[src/rtl/multicycle_control.sv]
// Main control FSM for the multi-cycle MIPS datapath: sequences fetch, decode,
// execute, memory and write-back, drives the datapath strobes and counts retired instructions.
module multicycle_control #(
    parameter int OPCODE_W = 6,
    parameter logic [OPCODE_W-1:0] OP_RTYPE = 0,
    parameter logic [OPCODE_W-1:0] OP_LW    = 35,
    parameter logic [OPCODE_W-1:0] OP_SW    = 43,
    parameter logic [OPCODE_W-1:0] OP_BEQ   = 4,
    parameter logic [OPCODE_W-1:0] OP_ADDI  = 8,
    parameter logic [OPCODE_W-1:0] OP_J     = 2,
    parameter int CNT_W = 32
) (
    input  logic                clk,
    input  logic                rst_n,
    input  logic [OPCODE_W-1:0] opcode,
    input  logic                mem_ready,
    output logic                pc_write,
    output logic                pc_write_cond,
    output logic                i_or_d,
    output logic                mem_read,
    output logic                mem_write,
    output logic                ir_write,
    output logic                mem_to_reg,
    output logic                reg_dst,
    output logic                reg_write,
    output logic                alu_src_a,
    output logic [1:0]          alu_src_b,
    output logic [1:0]          alu_op,
    output logic [1:0]          pc_source,
    output logic                illegal_op,
    output logic [CNT_W-1:0]    instr_retired,
    output logic [3:0]          state_dbg
);

    typedef enum logic [3:0] {
        FETCH, DECODE, MEM_ADDR, MEM_RD, MEM_WB, MEM_WR,
        EXECUTE, R_WB, BRANCH, ADDI_EXEC, ADDI_WB, JUMP, TRAP
    } state_t;

    state_t state, state_next;
    logic   retire;

    assign state_dbg = state;

    always_ff @(posedge clk) begin
        if (!rst_n) begin
            state         <= FETCH;
            instr_retired <= '0;
        end else begin
            state <= state_next;
            if (retire)
                instr_retired <= instr_retired + {{(CNT_W-1){1'b0}}, 1'b1};
        end
    end

    // Memory handshake: a request (mem_read or mem_write) is held with a stable
    // address select until the cycle mem_ready is high; that cycle completes it.
    always_comb begin
        state_next    = state;
        retire        = 1'b0;
        pc_write      = 1'b0;
        pc_write_cond = 1'b0;
        i_or_d        = 1'b0;
        mem_read      = 1'b0;
        mem_write     = 1'b0;
        ir_write      = 1'b0;
        mem_to_reg    = 1'b0;
        reg_dst       = 1'b0;
        reg_write     = 1'b0;
        alu_src_a     = 1'b0;
        alu_src_b     = 2'd0;
        alu_op        = 2'd0;
        pc_source     = 2'd0;
        illegal_op    = 1'b0;
        case (state)
            FETCH: begin
                mem_read  = 1'b1;
                alu_src_b = 2'd1;
                ir_write  = mem_ready;
                pc_write  = mem_ready;
                if (mem_ready) state_next = DECODE;
            end
            DECODE: begin
                alu_src_b = 2'd3;
                if (opcode == OP_LW || opcode == OP_SW) state_next = MEM_ADDR;
                else if (opcode == OP_RTYPE)            state_next = EXECUTE;
                else if (opcode == OP_BEQ)              state_next = BRANCH;
                else if (opcode == OP_ADDI)             state_next = ADDI_EXEC;
                else if (opcode == OP_J)                state_next = JUMP;
                else                                    state_next = TRAP;
            end
            MEM_ADDR: begin
                alu_src_a  = 1'b1;
                alu_src_b  = 2'd2;
                state_next = (opcode == OP_SW) ? MEM_WR : MEM_RD;
            end
            MEM_RD: begin
                mem_read = 1'b1;
                i_or_d   = 1'b1;
                if (mem_ready) state_next = MEM_WB;
            end
            MEM_WB: begin
                reg_write  = 1'b1;
                mem_to_reg = 1'b1;
                retire     = 1'b1;
                state_next = FETCH;
            end
            MEM_WR: begin
                mem_write = 1'b1;
                i_or_d    = 1'b1;
                if (mem_ready) begin
                    retire     = 1'b1;
                    state_next = FETCH;
                end
            end
            EXECUTE: begin
                alu_src_a  = 1'b1;
                alu_op     = 2'd2;
                state_next = R_WB;
            end
            R_WB: begin
                reg_write  = 1'b1;
                reg_dst    = 1'b1;
                retire     = 1'b1;
                state_next = FETCH;
            end
            BRANCH: begin
                alu_src_a     = 1'b1;
                alu_op        = 2'd1;
                pc_write_cond = 1'b1;
                pc_source     = 2'd1;
                retire        = 1'b1;
                state_next    = FETCH;
            end
            ADDI_EXEC: begin
                alu_src_a  = 1'b1;
                alu_src_b  = 2'd2;
                state_next = ADDI_WB;
            end
            ADDI_WB: begin
                reg_write  = 1'b1;
                retire     = 1'b1;
                state_next = FETCH;
            end
            JUMP: begin
                pc_write   = 1'b1;
                pc_source  = 2'd2;
                retire     = 1'b1;
                state_next = FETCH;
            end
            TRAP: begin
                illegal_op = 1'b1;
            end
            default: state_next = FETCH;
        endcase
        // Reset silences every strobe regardless of the (possibly stale) state.
        if (!rst_n) begin
            pc_write      = 1'b0;
            pc_write_cond = 1'b0;
            i_or_d        = 1'b0;
            mem_read      = 1'b0;
            mem_write     = 1'b0;
            ir_write      = 1'b0;
            mem_to_reg    = 1'b0;
            reg_dst       = 1'b0;
            reg_write     = 1'b0;
            alu_src_a     = 1'b0;
            alu_src_b     = 2'd0;
            alu_op        = 2'd0;
            pc_source     = 2'd0;
            illegal_op    = 1'b0;
        end
    end

endmodule

[config.mk]
export PLATFORM = sky130hd
export DESIGN_NAME = multicycle_control
export DESIGN_NICKNAME = d
export VERILOG_FILES = /design/src/rtl/multicycle_control.sv
export SDC_FILE = /design/constraint.sdc
export NUM_CORES = 1
export LEC_CHECK = 0
export CORE_MARGIN = 2
export CORE_UTILIZATION = 51
export CTS_CLUSTER_DIAMETER = 200
export DETAILED_ROUTE_END_ITERATION = 6
export PLACE_DENSITY_LB_ADDON = 0.08
export SETUP_SLACK_MARGIN = 0.3
export SLEW_MARGIN = 0
export SYNTH_ARGS = -nofsm -noshare
export SYNTH_HDL_FRONTEND = slang
export SYNTH_SLANG_ARGS = --single-unit
[constraint.sdc]
create_clock -name clk -period 4.87 [get_ports clk]
set_input_delay 0.974 -clock clk [delete_from_list [all_inputs] [get_ports clk]]
set_output_delay 0.974 -clock clk [all_outputs]
set_load 0.01 [all_outputs]
==> results of run 1 <==
cells in the mapped netlist (all sizes together) (2+ instances only):
cell     number  area [um2]
nand2        20        82.6
o2111ai       2        17.5
and3          6        42.5
xnor2        13         114
nand3        11        55.1
inv           4        15.0
o31ai         8        60.1
a21oi        12        60.1
buf           6        50.0
mux2i         2        20.0
nand2b        9        56.3
nor3b         3        22.5
o211ai        2        15.0
clkbuf        9        33.8
xor2          9        78.8
nor3         12        60.1
or3           2        12.5
and2          2        12.5
nor2b         8        50.1
o21ai         5        25.0
nor2         34         128
nand4        16         106
or4           6        45.0
dfxtp        36         721
and4          5        43.8
nor4         11        75.1
flip-flops by register name, summed over array words and instances, names as in the netlist:
name,flops
instr_retired,32
state_dbg,4
metal layers:
layer / wire (um) / share of wire (%) / track usage [%] / up-vias
li1: - / - / - / 1097
met1: 2410 / 45 / 30.7 / 1013
met2: 2520 / 47 / 38.8 / 66
met3: 307 / 5.8 / 5.68 / 7
met4: 73 / 1.4 / 6.86 / 0
met5: 0 / 0 / 0 / -
cell families after synthesis:
logic type      synth area share (%)
simple gates                    38.2
compound gates                  12.8
flops                           33.7
xor+xnor                        9.02
buf+inv                         4.80
mux                            0.937
fa+ha+maj                      0.585
per-stage QoR:
stage | setup slack (ns) | util (%) | cell area, um2 | total power (W)
after floorplan | 1.93 | - | 2140 | 0.000368
after global placement | 0.587 | 67.9 | 2730 | 0.000405
after detailed placement | 0.536 | 67.9 | 2730 | 0.000405
after CTS | 0.527 | 69.8 | 2810 | 0.000607
after global routing | 0.373 | 69.8 | 2810 | 0.000627
final | 0.538 | 69.8 | 2810 | 0.000603
power breakdown:
part	internal [W]	switching (W)	total (W)
sequential	0.000298	0.0000114	0.000310
combinational	0.0000422	0.0000477	0.0000899
clock	0.0000973	0.000106	0.000203
total	0.000438	0.000165	0.000603
worst register-to-register path, stage by stage (launching register included):
cell,delay (ns)
sky130_fd_sc_hd__dfxtp_1,0.64
sky130_fd_sc_hd__nor2b_1,0.21
sky130_fd_sc_hd__o2bb2ai_2,0.51
sky130_fd_sc_hd__nand2_4,0.23
sky130_fd_sc_hd__or4_1,0.52
sky130_fd_sc_hd__a21oi_1,0.15
final cells by class:
class	count	area (um2)	area share, %
Clock buffer	6	72.6	2.58
Clock inverter	1	5.00	0.178
Multi-Input combinational cell	213	1310	46.7
Inverter	5	18.8	0.668
Sequential cell	36	721	25.6
Timing Repair Buffer	62	618	22.0
Tap cell	50	62.6	2.23
worst min path at each step:
stage	start	endpoint	slack, ns	depth (start not counted)
after floorplan	instr_retired[31]$_SDFFE_PN0P_	instr_retired[31]$_SDFFE_PN0P_	0.49	2
after global placement	instr_retired[31]$_SDFFE_PN0P_	instr_retired[31]$_SDFFE_PN0P_	0.47	2
after detailed placement	instr_retired[31]$_SDFFE_PN0P_	instr_retired[31]$_SDFFE_PN0P_	0.47	2
after CTS	instr_retired[31]$_SDFFE_PN0P_	instr_retired[31]$_SDFFE_PN0P_	0.49	2
after global routing	instr_retired[30]$_SDFFE_PN0P_	instr_retired[30]$_SDFFE_PN0P_	0.52	2
final	instr_retired[31]$_SDFFE_PN0P_	instr_retired[31]$_SDFFE_PN0P_	0.48	2
==> impl_summary.md, run 1 <==
CTS
The number of clock buffers inserted by TritonCTS is 5. The maximum level of the CTS H-tree is 2. The master cell of the clock root buffer is sky130_fd_sc_hd__clkbuf_8. Clock tree synthesis found a total of 36 sinks.

In this run, post-CTS hold repair placed 0 buffers. The clock tree buffer depth is 2. Post-CTS repair changed the size of 0 cells.

The source-to-sink clock delay at the later pin of the worst-skew pair is 0.29 ns. The post-CTS setup buffer count is 0. The clock-pin transition on the worst setup and hold timing paths is 0.07 ns. The CTS tree is done.

Critical path
The end of the worst register-to-register path is instr_retired[26]$_SDFFE_PN0P_. Counting cells, the worst reg-to-reg path comes to 5. The launch instance of the worst register-to-register path is state_dbg[1]$_SDFFE_PN0P_. The endpoint required time on the critical path is 3.90 ns. The cell that appears most often on the critical path is sky130_fd_sc_hd__clkdlybuf4s50_1. The critical path class is in -> out. The worst setup path is captured at an output port.

The nature of the critical path startpoint is an input port. The data arrival time of the critical path is approximately 3.4 ns. In this design, the largest share of critical-path delay is due to buffers and inverters. The maximum fanout along the worst path is 16. The critical path ends at illegal_op. The most critical setup path has its startpoint at rst_n.

The cell at the slowest stage of the critical path is sky130_fd_sc_hd__clkdlybuf4s50_1. The worst setup slack for register-to-register paths is 2.55 ns. The critical path contains buffers and inverters numbering 3 combined. On the worst path, the slowest cell contributes a delay of about 0.80 ns. Traced cell by cell, the critical path runs through clkdlybuf4s50_1, clkinv_1, or3_1, nor3b_1, clkdlybuf4s50_1. The critical path runs through a total of 5 cells.

Power and ir drop
The power per unit of standard cell area is 214 mW/mm2. The highest ir drop seen on vdd is between 100 and 150 uV. In this run the static leakage power is 0.902 nW.

GRT
The number of global-route vias before repair is 1794. The initial antenna violation count came to 0. Across every metal layer, demand over resource in global routing totals a little under a quarter. Global routing finished with a remaining overflow of 0. Entering global routing, the biggest net connects 28 pins. The first global-routing pass estimated 8.49 mm of wire.

Synthesis
The net count after synthesis is 279. After synthesis, the mean cell area works out to 7.94 um2. The area of the mapped netlist is 0.00214 mm2. The primary flip-flop cell chosen by synthesis mapping is sky130_fd_sc_hd__dfxtp_1. The proportion of register bits with asynchronous set or reset after synthesis is 0%.

The total of flip-flops plus latches after synthesis is 36. The number of different library cells in the post-synthesis netlist is 48. The number of flops mapped to enable cells by yosys is 0. Synthesis produced a netlist whose cell count is between 200 and 300. Yosys printed 0 warnings. The sequential share of the synthesized area is 33.7%.

Detailed routing
The DRC violation total after the first TritonRoute iteration is roughly 160. The final route contains 2183 vias. The residual antenna-violating net count after detailed routing is 0. Using the TritonRoute via totals, the vias-per-cell ratio works out to just under 6. The routed wirelength normalized by instance count is 14.2 um. The wire length after detailed routing is 5.31 mm. In the routed design, unresolved DRC markers number 0.

The pre-antenna-repair detailed-routing pass consisted of 4 iterations.

STA
The worst relative slew slack is 46.7%. The number of endpoints with negative hold slack in the final report came to 0. The setup clock skew after layout is just over 0.005 ns. Based on the critical path, the design can be clocked at up to 231 MHz. The share of the clock period used by the worst path is 88.9%. The number of max-slew violations in the final report is 0.

Setup repair after global routing left no endpoint under its margin. The actual slew at the worst max-slew pin is 0.797 ns. Final hold analysis gives a worst-case slack of 0.484 ns. The clock period could shrink to 4.33 ns. Setup total negative slack on the finished layout was measured at 0 ns.

The final setup violation count is 0.

Finish
The final cell count without fillers is 373. The number of antenna diodes in the final layout is 0. Leaving out fill and tap cells, the most frequent cells in the layout are sky130_fd_sc_hd__clkdlybuf4s50_1 (61), sky130_fd_sc_hd__dfxtp_1 (36), sky130_fd_sc_hd__nor2_1 (34), sky130_fd_sc_hd__nand2_1 (19), sky130_fd_sc_hd__nand4_1 (15). The layout-stage area growth over the synthesis result is 31.6%. Leaving out fill and tap cells, the most frequent cell in the layout is sky130_fd_sc_hd__clkdlybuf4s50_1. The fill cell instance count of the final layout is 349.

The net count of the finished layout is 333. The share of cells above drive strength 1 is 4.02%.

Placement
The cell count after placement is 366. The last weighted congestion value of the routability-driven placer is 0.889. The count of input and output buffers is 61. Detailed placement ended at an HPWL of 3.79 mm.

Min path
In this run the worst hold path is classified as reg -> reg.

Floorplan
The initial cell density of the core is between 50% and 60%. Pin placement for this block handled 62 I/O pins. The die is 68.7 um tall. The area enclosed by the die boundary is ~0.0047 mm2. The number of standard-cell rows in the floorplan is 23. The die is 68.7 um wide. The core region is 0.00403 mm2.

Run status
The run finished with clean final reports.

Job
Max-cap violations in this run came to 0.
No activity file was read; power rests on OpenSTA's default activity.
==> run 2, diff against run 1 <==
- CORE_UTILIZATION: 51 -> 43
- SLEW_MARGIN: 0 -> not set
- clock period: 4.87 -> 3.75 ns (I/O delays scaled with it)
==> impl_summary.md, run 2 (same netlist as run 1, synthesis figures left out) <==
Floorplan
The area enclosed by the die boundary is 0.00555 mm2 (+17%). The initial cell density of the core is 44.9% (-8.1 points). The vertical die dimension was 74.5 um (+8.4%).

The number of standard-cell rows in the floorplan is 25 (+8.7%). The die outline width is 74.5 um (+8.4%). The top-level port count is 62 (unchanged).

The area of the core region was 0.00475 mm2 (+18%).

Finish
The fill cell instance count of the final layout is 460 (+32%). The final design utilization is 60.3% (-9.5 points). The number of antenna diodes is 0 (unchanged). The library cells used most frequently in the layout, excluding fill and tap cells, are sky130_fd_sc_hd__clkdlybuf4s50_1 (60), sky130_fd_sc_hd__dfxtp_1 (36), sky130_fd_sc_hd__nor2_1 (34), sky130_fd_sc_hd__nand2_1 (19), sky130_fd_sc_hd__nand4_1 (15). The final-stage net count is 335 (+0.60%).

The commonest non-fill, non-tap cell in the layout is sky130_fd_sc_hd__clkdlybuf4s50_1. The share of cells above drive strength 1 is 4.91% (+0.88 points). Counting flops per register, the top entry is instr_retired. From synthesis to final layout, the design area changed by 34.2%. The number of flip-flops in the largest register is 32 (unchanged).

Placement
The last weighted congestion value of the routability-driven placer is 0.827 (-7.1%). The HPWL after detailed placement came to 3.93 mm (+3.8%). The count of input and output buffers was 61 (unchanged).

CTS
The CTS tree is done. The clock-pin transition on the worst setup and hold timing paths is 0.07 ns (about the same). The post-CTS setup buffer count is 0 (unchanged). The maximum level of the CTS H-tree is 2 (unchanged). The source-to-sink clock delay at the later pin of the worst-skew pair is 0.28 ns (about the same). The master cell of the clock root buffer is sky130_fd_sc_hd__clkbuf_8. The count of clock tree sinks is 36 (unchanged).

The number of clock buffers inserted by TritonCTS came to 5 (unchanged). The clock tree buffer depth is 2 (unchanged).

STA
The accumulated negative setup slack is 0 ns (unchanged). The worst relative slew slack is 47.4% (+0.67 points). The share of the clock period used by the worst path is 83.0%.

Setup repair after global routing left no endpoint under its margin. The number of max-slew violations in the final report is 0 (unchanged). The final setup violation count is 0 (unchanged). The actual slew at the worst max-slew pin is 0.787 ns (-0.0100 ns). The routed design could run at a clock period as short as between 3 and 4 ns. The setup clock skew after layout is 0.00506 ns (-0.0000432 ns).

The maximum clock rate is 321 MHz. The number of endpoints with negative hold slack in the final report is 0 (unchanged).

GRT
The global routing usage summed across all routing layers is 20.6% (-3.1 points). The aggregate global routing overflow was 0 (unchanged). The pin count of the biggest net entering global routing is 19 (-32%). The number of global-route vias before repair is 1933 (+7.7%).

The first-pass GRT wire length is 9.03 mm (+6.4%). The initial antenna violation count is 0 (unchanged).

Critical path
The startpoint identified for the worst register-to-register timing path is state_dbg[1]$_SDFFE_PN0P_. The worst setup slack for register-to-register paths came to 1.36 ns (-1.19 ns). The path depth of the worst reg2reg path is 5 (unchanged).

The maximum fanout along the worst path was 17 (+1). The data arrival time of the critical path is 2.36 ns (-1.00 ns). The critical path class is reg -> out. The worst register-to-register path ends at instr_retired[23]$_SDFFE_PN0P_. The nature of the critical path startpoint is a flip-flop. The worst setup path is captured at an output port.

The endpoint required time on the critical path is 3.00 ns (-0.90 ns).

Power and ir drop
The leakage power total came to 0.927 nW (+2.8%). The highest ir drop seen on vdd came to 157 uV (+31%). The total power of the final layout is 0.000808 W (+34%). The power per unit of standard cell area was 282 mW/mm2 (+31%).

Detailed routing
The count of vias placed by the detailed router is 2158 (-1.1%). The per-cell via count in the routed design is 5.49 (-6.2%). The wire length after detailed routing is 5.49 mm (+3.4%). The total DRC errors in the routed layout came to 0 (unchanged). The DRC violation total after the first TritonRoute iteration was 113 (-30%).

The number of optimization iterations in the first detailed-route pass was 5 (+1). The routed wirelength normalized by instance count is 14.0 um (-1.9%). The residual antenna-violating net count after detailed routing is 0 (unchanged).

Min path
The path class of the tightest hold or removal check is reg -> reg. The number of cells on the worst hold path is 2 (unchanged). The worst hold path begins at instr_retired[31]$_SDFFE_PN0P_. The sink of the worst hold path is instr_retired[31]$_SDFFE_PN0P_.

Run status
The run finished with clean final reports.

Job
The number of violations of the max-capacitance limit is 0 (unchanged).
[run 2: cell types whose count changed in the layout (fill, tap and decap cells not counted), sizes merged]
cell / before / now
buf: 1 / 3
clkbuf: 6 / 8
clkdlybuf4s50: 61 / 60
clkinv: 2 / 1
dlymetal6s2s: 0 / 1
[run 2: power by group]
part	switching [W]	total [W]	internal (W)
clock network	0.000136	0.000286	0.000150
registers	0.0000155	0.000403	0.000387
logic	0.0000625	0.000119	0.0000564
total	0.000214	0.000808	0.000593
[run 2: worst max path at each step]
stage,depth (start not counted),to,start
4_1_cts,5,illegal_op,rst_n
3_3_place_gp,5,illegal_op,rst_n
2_1_floorplan,4,pc_write,rst_n
6_report,4,illegal_op,state_dbg[2]$_SDFFE_PN0P_
5_1_grt,4,illegal_op,state_dbg[2]$_SDFFE_PN0P_
3_5_place_dp,5,illegal_op,rst_n
[run 2: through the flow]
step | cell area, um2 | hold slack, ns | cells | worst slack, ns
CTS | 2860 | 0.483 | 393 | 0.343
detailed placement | 2770 | 0.470 | 385 | 0.368
global route | 2870 | 0.512 | 393 | 0.496
finish | 2870 | 0.475 | 393 | 0.639
global placement | 2770 | 0.467 | 385 | 0.396
floorplan | 2140 | 0.486 | 269 | 1.26
[run 2: what timing repair did]
action | 4_1_cts | 5_1_grt
endpoints found under the setup margin | 0 | 4
hold endpoints to repair | 0 | 0
resized for setup | 0 | 2
hold buffers | 0 | 0
[run 2: worst max-delay path, stage by stage (launching register included)]
cell and delay, ns:
sky130_fd_sc_hd__dfxtp_1 0.68, sky130_fd_sc_hd__inv_1 0.18, sky130_fd_sc_hd__or3_1 0.45, sky130_fd_sc_hd__nor3b_1 0.20, sky130_fd_sc_hd__clkdlybuf4s50_1 0.56
[run 2: layer usage]
layer / global-route usage (%) / vias to the layer above / wire length [um]
li1: - / 1103 / -
met1: 28.2 / 991 / 2610
met2: 32.6 / 59 / 2530
met3: 4.47 / 5 / 304
met4: 5.75 / 0 / 46
met5: 0 / - / 0
[run 2: layout make-up]
| type | count | area [um2] | share of cell area [%] |
|---|---|---|---|
| multi-input combinational | 213 | 1320 | 46.0 |
| sequential | 36 | 721 | 25.1 |
| timing repair buffer | 64 | 636 | 22.2 |
| clock buffer | 8 | 90.1 | 3.14 |
| tap | 67 | 83.8 | 2.92 |
| inverter | 5 | 18.8 | 0.654 |
